[src/rtl/scpu_pkg.sv]
// Shared scpu definitions: next-PC select encodings, fetch FSM states and
// the default reset PC.
package scpu_pkg;

  localparam logic [31:0] RESET_PC_DEF = 32'h8000_0000;

  typedef enum logic [1:0] {
    PC_SEQ  = 2'b00,
    PC_JAL  = 2'b01,
    PC_JALR = 2'b10,
    PC_RSV  = 2'b11
  } pc_src_e;

  typedef enum logic [2:0] {
    S_REQ,
    S_WAIT,
    S_HOLD,
    S_EXEC,
    S_FAULT
  } ifu_state_e;

endpackage

[src/rtl/ifu_next_pc.sv]
// Combinational next-PC adder/mux.
// IFU_MISALIGN_CHECK_EN: when defined, the raw target is passed through and
// fault_o flags target bit 1 set; otherwise the low two bits are cleared.
module ifu_next_pc
  import scpu_pkg::*;
#(
  parameter int XLEN = 32
) (
  input  logic [XLEN-1:0] pc_i,
  input  logic [1:0]      pc_src_i,
  input  logic [XLEN-1:0] imm_i,
  input  logic [XLEN-1:0] rs1_i,
`ifdef IFU_MISALIGN_CHECK_EN
  output logic            fault_o,
`endif
  output logic [XLEN-1:0] next_pc_o
);

  logic [XLEN-1:0] raw;

  // Select target; sums wrap modulo 2^XLEN, jalr clears bit 0.
  always_comb begin
    raw = pc_i + XLEN'(4);
    case (pc_src_e'(pc_src_i))
      PC_JAL:  raw = pc_i + imm_i;
      PC_JALR: raw = (rs1_i + imm_i) & ~XLEN'(1);
      default: raw = pc_i + XLEN'(4);
    endcase
  end

`ifdef IFU_MISALIGN_CHECK_EN
  assign fault_o   = raw[1];
  assign next_pc_o = raw;
`else
  assign next_pc_o = raw & ~XLEN'(3);
`endif

endmodule

[src/rtl/ifu_fetch.sv]
// Instruction-fetch stage: owns the PC, issues one imem read per
// instruction, holds the word for decode, then waits for execute to retire
// before stepping the PC.
// IFU_MISALIGN_CHECK_EN: when defined, a next PC with bit 1 set parks the
// FSM in FAULT (exit only by reset) and drives fetch_fault.
module ifu_fetch
  import scpu_pkg::*;
#(
  parameter int               XLEN     = 32,
  parameter logic [XLEN-1:0]  RESET_PC = RESET_PC_DEF
) (
  input  logic            clk,
  input  logic            rst_n,
  input  logic [1:0]      pc_src,
  input  logic [XLEN-1:0] imm,
  input  logic [XLEN-1:0] rs1_data,
  input  logic            exec_done,
  output logic            imem_req_valid,
  input  logic            imem_req_ready,
  output logic [XLEN-1:0] imem_addr,
  input  logic            imem_rsp_valid,
  input  logic [31:0]     imem_rsp_data,
  output logic            inst_valid,
  input  logic            inst_ready,
  output logic [31:0]     inst,
  output logic [XLEN-1:0] inst_pc,
  output logic            fetch_fault
);

  ifu_state_e      state_q, state_d;
  logic [XLEN-1:0] pc_q, pc_d;
  logic [XLEN-1:0] inst_pc_q, inst_pc_d;
  logic [31:0]     inst_q, inst_d;
  logic            req_valid_q, req_valid_d;
  logic [XLEN-1:0] npc;
  logic            npc_fault;

  ifu_next_pc #(.XLEN(XLEN)) u_next_pc (
    .pc_i      (pc_q),
    .pc_src_i  (pc_src),
    .imm_i     (imm),
    .rs1_i     (rs1_data),
`ifdef IFU_MISALIGN_CHECK_EN
    .fault_o   (npc_fault),
`endif
    .next_pc_o (npc)
  );

`ifndef IFU_MISALIGN_CHECK_EN
  assign npc_fault = 1'b0;
`endif

  // Next-state logic; request valid is registered so it tracks state_d.
  always_comb begin
    state_d   = state_q;
    pc_d      = pc_q;
    inst_d    = inst_q;
    inst_pc_d = inst_pc_q;
    case (state_q)
      S_REQ:  if (req_valid_q && imem_req_ready) state_d = S_WAIT;
      S_WAIT: if (imem_rsp_valid) begin
        inst_d    = imem_rsp_data;
        inst_pc_d = pc_q;
        state_d   = S_HOLD;
      end
      S_HOLD: if (inst_ready) state_d = S_EXEC;
      S_EXEC: if (exec_done) begin
        if (npc_fault) begin
          state_d = S_FAULT;
        end else begin
          pc_d    = npc;
          state_d = S_REQ;
        end
      end
      S_FAULT: state_d = S_FAULT;
      default: state_d = S_REQ;
    endcase
    req_valid_d = (state_d == S_REQ);
  end

  // State registers with synchronous active-low reset.
  always_ff @(posedge clk) begin
    if (!rst_n) begin
      state_q     <= S_REQ;
      pc_q        <= RESET_PC;
      inst_q      <= '0;
      inst_pc_q   <= RESET_PC;
      req_valid_q <= 1'b0;
    end else begin
      state_q     <= state_d;
      pc_q        <= pc_d;
      inst_q      <= inst_d;
      inst_pc_q   <= inst_pc_d;
      req_valid_q <= req_valid_d;
    end
  end

  assign imem_req_valid = req_valid_q;
  assign imem_addr      = pc_q;
  assign inst_valid     = (state_q == S_HOLD);
  assign inst           = inst_q;
  assign inst_pc        = inst_pc_q;
  assign fetch_fault    = (state_q == S_FAULT);

endmodule

[config.mk]
export PLATFORM = sky130hd
export DESIGN_NAME = ifu_fetch
export DESIGN_NICKNAME = d
export VERILOG_FILES = /design/src/rtl/scpu_pkg.sv /design/src/rtl/ifu_next_pc.sv /design/src/rtl/ifu_fetch.sv
export SDC_FILE = /design/constraint.sdc
export NUM_CORES = 1
export LEC_CHECK = 0
export CAP_MARGIN = 20
export CORE_MARGIN = 2
export CORE_UTILIZATION = 49
export DETAILED_ROUTE_END_ITERATION = 8
export PLACE_DENSITY = 0.85
export SYNTH_ARGS = -nofsm -noshare
export SYNTH_HDL_FRONTEND = slang
export SYNTH_SLANG_ARGS = --single-unit
[constraint.sdc]
create_clock -name clk -period 4.7 [get_ports clk]
set_clock_uncertainty 0.05 [all_clocks]
set_input_delay 1.175 -clock clk [delete_from_list [all_inputs] [get_ports clk]]
set_output_delay 1.175 -clock clk [all_outputs]
set_load 0.01 [all_outputs]
==> results of run 1 <==
## tightest hold or removal path, delay by kind of cell (launching register included)
kind | cells | cell delay [ns]
flip-flops | 1 | 0.31
AND/OR/NAND/NOR | 1 | 0.04
AO/OA/AOI/OAI | 1 | 0.06
## how the worst max path moves through the flow
stage / slack [ns] / startpoint / to
detailed placement: 0.06 / pc_src[1] / imem_addr[29]
floorplan: 0.64 / pc_src[1] / imem_addr[24]
finish: 0.34 / pc_src[1] / imem_addr[21]
global placement: 0.17 / pc_src[1] / imem_addr[28]
CTS: 0.42 / pc_src[1] / imem_addr[29]
global route: 0.13 / pc_src[1] / imem_addr[21]
## metal layers
layer  routed length, um  track usage [%]  up-vias
li1                    -                -     3533
met1                9251            36.61     3396
met2               10060            45.40      311
met3                1760            5.074       30
met4                 430            9.872        0
met5                   0                0        -
## sequential cells by signal, summed over array words and instances (netlist names)
| name | flops |
|---|---|
| inst | 32 |
| imem_addr | 30 |
| inst_pc | 30 |
| state_q | 3 |
| imem_req_valid | 1 |
## layout make-up
type	count	area, um2
clock buffer	9	225.2
clock inverter	7	58.81
fill	1172	4462
inverter	12	45.04
multi-input combinational	729	4816
sequential	96	1922
tap	180	225.2
timing repair buffer	218	2127
## cells in the final DEF (no fill, tap or decap), types with 6 or more instances in the layout
cell | Yosys | routed
sky130_fd_sc_hd__nand3_1 | 11 | 11
sky130_fd_sc_hd__buf_4 | 4 | 20
sky130_fd_sc_hd__inv_1 | 12 | 12
sky130_fd_sc_hd__and3_1 | 8 | 8
sky130_fd_sc_hd__o21ai_0 | 28 | 28
sky130_fd_sc_hd__a21o_1 | 22 | 22
sky130_fd_sc_hd__nand4_1 | 7 | 7
sky130_fd_sc_hd__xnor2_1 | 30 | 30
sky130_fd_sc_hd__dfxtp_1 | 96 | 96
sky130_fd_sc_hd__and2_1 | 33 | 33
sky130_fd_sc_hd__a21oi_1 | 56 | 56
sky130_fd_sc_hd__nor3b_1 | 8 | 8
sky130_fd_sc_hd__a211oi_1 | 6 | 6
sky130_fd_sc_hd__clkdlybuf4s50_1 | 0 | 197
sky130_fd_sc_hd__o211a_1 | 9 | 9
sky130_fd_sc_hd__o21ai_1 | 17 | 17
sky130_fd_sc_hd__a31oi_1 | 6 | 6
sky130_fd_sc_hd__clkbuf_16 | 0 | 9
sky130_fd_sc_hd__nor2b_1 | 6 | 6
sky130_fd_sc_hd__nand2b_1 | 8 | 8
sky130_fd_sc_hd__nand2_1 | 167 | 167
sky130_fd_sc_hd__o221ai_1 | 9 | 9
sky130_fd_sc_hd__ha_1 | 61 | 61
sky130_fd_sc_hd__nor2_1 | 54 | 52
sky130_fd_sc_hd__a221oi_1 | 16 | 16
sky130_fd_sc_hd__o21bai_1 | 8 | 8
sky130_fd_sc_hd__a21boi_0 | 61 | 61
sky130_fd_sc_hd__xor2_1 | 21 | 21
## report_power, final
part | total, mW | switching (mW) | internal (mW)
combinational | 0.506 | 0.262 | 0.244
sequential | 0.836 | 0.00946 | 0.826
clock | 0.726 | 0.357 | 0.370
total | 2.07 | 0.628 | 1.44
## per-stage QoR
stage	setup slack [ns]	utilization [%]	hold slack, ns
global placement	0.1662	65.81	0.3983
global route	0.1300	67.86	0.4326
finish	0.3389	67.86	0.4126
CTS	0.4216	67.86	0.4164
floorplan	0.6375	-	0.4376
detailed placement	0.06399	65.81	0.4048
## cells by family (layout without fill, tap and decap cells)
| kind of cell | Yosys count | count (layout) | synth area share [%] |
|---|---|---|---|
| adder cells (fa/ha/maj) | 62 | 62 | 11.24 |
| AND/OR/NAND/NOR | 326 | 326 | 21.50 |
| multiplexers | 6 | 6 | 1.041 |
| XOR/XNOR | 51 | 51 | 6.408 |
| buffers and inverters | 63 | 246 | 3.644 |
| AO/OA/AOI/OAI | 280 | 280 | 28.54 |
| other | 1 | 4 | 0.05380 |
| flip-flops | 96 | 96 | 27.57 |
==> results.py, run 1 <==
metrics = {
    "status": {
        "result_of_the_run": "complete, no violations",
    },
    "clock_tree": {
        "cts_hold_buffers": 0,
        "clk-insertion-delay-late_ns": 0.36,
        "cts_inserted_buffers": 9,
        "cts_post_setup_buffers_inserted": 0,
        "clock-sinks": 96,
        "htree_levels": 3,
        "root_buffer": "sky130_fd_sc_hd__clkbuf_16",
        "cts_repair_resize_count": 0,
        "cts.reportedPaths.clkPinSlew_ns": 0.07,
        "cts_max_path_buffers": 2,
        "tritoncts": "done",
    },
    "logic_synthesis": {
        "synthTopCellsByCount": "167 x sky130_fd_sc_hd__nand2_1, 96 x sky130_fd_sc_hd__dfxtp_1, 61 x sky130_fd_sc_hd__a21boi_0, 61 x sky130_fd_sc_hd__ha_1, 56 x sky130_fd_sc_hd__a21oi_1",
        "synth_area_per_cell_um2": 7.876,
        "synth-seq-cells": 96,
        "synth_enable_flop_cells": 0,
        "synthMostInstantiatedCell": "sky130_fd_sc_hd__nand2_1",
        "synth.yosys.seq_area_share_pct": 27.57,
        "leading_post_synthesis_cells_by_cell_area": "sky130_fd_sc_hd__dfxtp_1 28%, sky130_fd_sc_hd__ha_1 11%, sky130_fd_sc_hd__nand2_1 9.0%",
        "synthArstFlopShare_pct": 0,
        "synth.top_cell.area_share_pct": 27.57,
        "ys_dominant_reg_cell": "sky130_fd_sc_hd__dfxtp_1",
        "synthCells": 885,
        "post-synth-top-area-cell": "sky130_fd_sc_hd__dfxtp_1",
        "synth.lib_cells_used.distinct": 69,
        "synth.cell_area_um2": 6970,
        "number_of_synthesis_warnings": 0,
    },
    "route": {
        "detail_route.vias_per_cell": 5.811,
        "drc": 0,
        "detail-route-antenna-nets": 0,
        "dr.pass1.iters": 7,
        "wire_per_inst_um": 17.19,
        "drt-initial-drc-count": 688,
        "vias": 7270,
        "routed_wirelength_mm": 21.50,
    },
    "setup_path": {
        "worstSetupEndpointType": "flip-flop",
        "cp-start-kind": "input port",
        "worst_path_largest_cell_delay_ns": 0.48,
        "cp_data_required_time_ns": 4.90,
        "cp_data_arrival_time_ns": 4.56,
        "path_depth": 15,
        "category_of_the_critical_setup_timing_path": "input port to flip-flop",
        "worst_path_max_delay_cell": "sky130_fd_sc_hd__clkdlybuf4s50_1",
        "crit_chain": "clkdlybuf4s50_1, inv_1, ha_1, buf_4, and2_1, ha_1, a21oi_1, and2_1, nand2_1, a211oi_2, o21ai_1, a41oi_1, xnor2_1, a221oi_1, nor2_1",
        "worstRegToRegCells": 11,
        "worst-path-max-fanout": 19,
        "ff2ff_setup_slack_ns": 1.80,
        "critical-path-top-delay-family": "compound AO/OA/AOI/OAI gates",
        "rr_endpoint": "imem_addr[24]",
        "r2r_start": "imem_addr[2]",
        "worstPathBufferInverterCount": 3,
    },
    "grt": {
        "antenna_found_initial": 0,
        "grt_pass1_wl_mm": 33.16,
        "grt_pass1_vias": 6611,
        "largest_net_degree_at_the_start_of_global_routing": 43,
        "grt_util_all_layers_pct": 27.77,
        "overflow": 0,
    },
    "power": {
        "p_total_mw": 2.068,
        "power.density_nw_per_um2": 219.6,
        "ir_worst_vdd_v": 0.0001734,
        "static-leakage-power_nw": 3.821,
    },
    "layout": {
        "synthToLayoutAreaGrowth_pct": 35.13,
        "nets": 1232,
        "antennaDiodeCount": 0,
        "post-route-cell-area_um2": 9419,
        "drive_gt1_share_pct": 5.322,
        "final-instance-count-excl-fill": 1251,
    },
    "timing": {
        "maxSlewViolCount": 0,
        "achievable-frequency_ghz": 0.2293,
        "min_period_ns": 4.361,
        "hold_viol": 0,
        "timing_worst_slew_pin_value_ns": 0.6771,
        "setup_tns_ns": 0,
        "min_period_over_period_pct": 92.79,
        "worst_slew_margin_rel_pct": 54.86,
        "setup_viol_count_final": 0,
        "rsz0062_at_grt": "no",
    },
    "min_path": {
        "worst_case_hold_path_end_point": "inst_pc[5]",
        "timing.hold.worst.class": "flip-flop to flip-flop",
        "min_path_cells": 2,
        "origin_of_the_worst_min_delay_path": "inst_pc[5]",
    },
    "die": {
        "initial_utilization_pct": 50.22,
        "design.portCount": 203,
        "fp.dieW_um": 123.3,
        "dieHeight_um": 123.3,
        "core.rowCount": 43,
        "floorplan.core_area_um2": 13880,
        "floorplan.die_area_um2": 15200,
    },
    "place": {
        "postPlaceCellArea_um2": 9135,
        "placedCellCount": 1235,
        "weighted_congestion_reported_at_the_end_of_routability_driven_placement": 0.9644,
        "buffer_ports.inserted": 198,
        "post-dp-hpwl_mm": 16.56,
    },
    "flow_run": {
        "maxCapViolCount": 0,
    },
}
No activity file was read; power rests on OpenSTA's default activity.
==> run 2: changes to the inputs <==
--- a/config.mk
+++ b/config.mk
@@ -5,6 +5,7 @@
 export SDC_FILE = /design/constraint.sdc
 export NUM_CORES = 1
 export LEC_CHECK = 0
+export ABC_CLOCK_PERIOD_IN_PS = 4700
 export CAP_MARGIN = 20
 export CORE_MARGIN = 2
 export CORE_UTILIZATION = 49
==> results of run 2 <==
Final layout, timing and power as in run 1 (identical DEF).
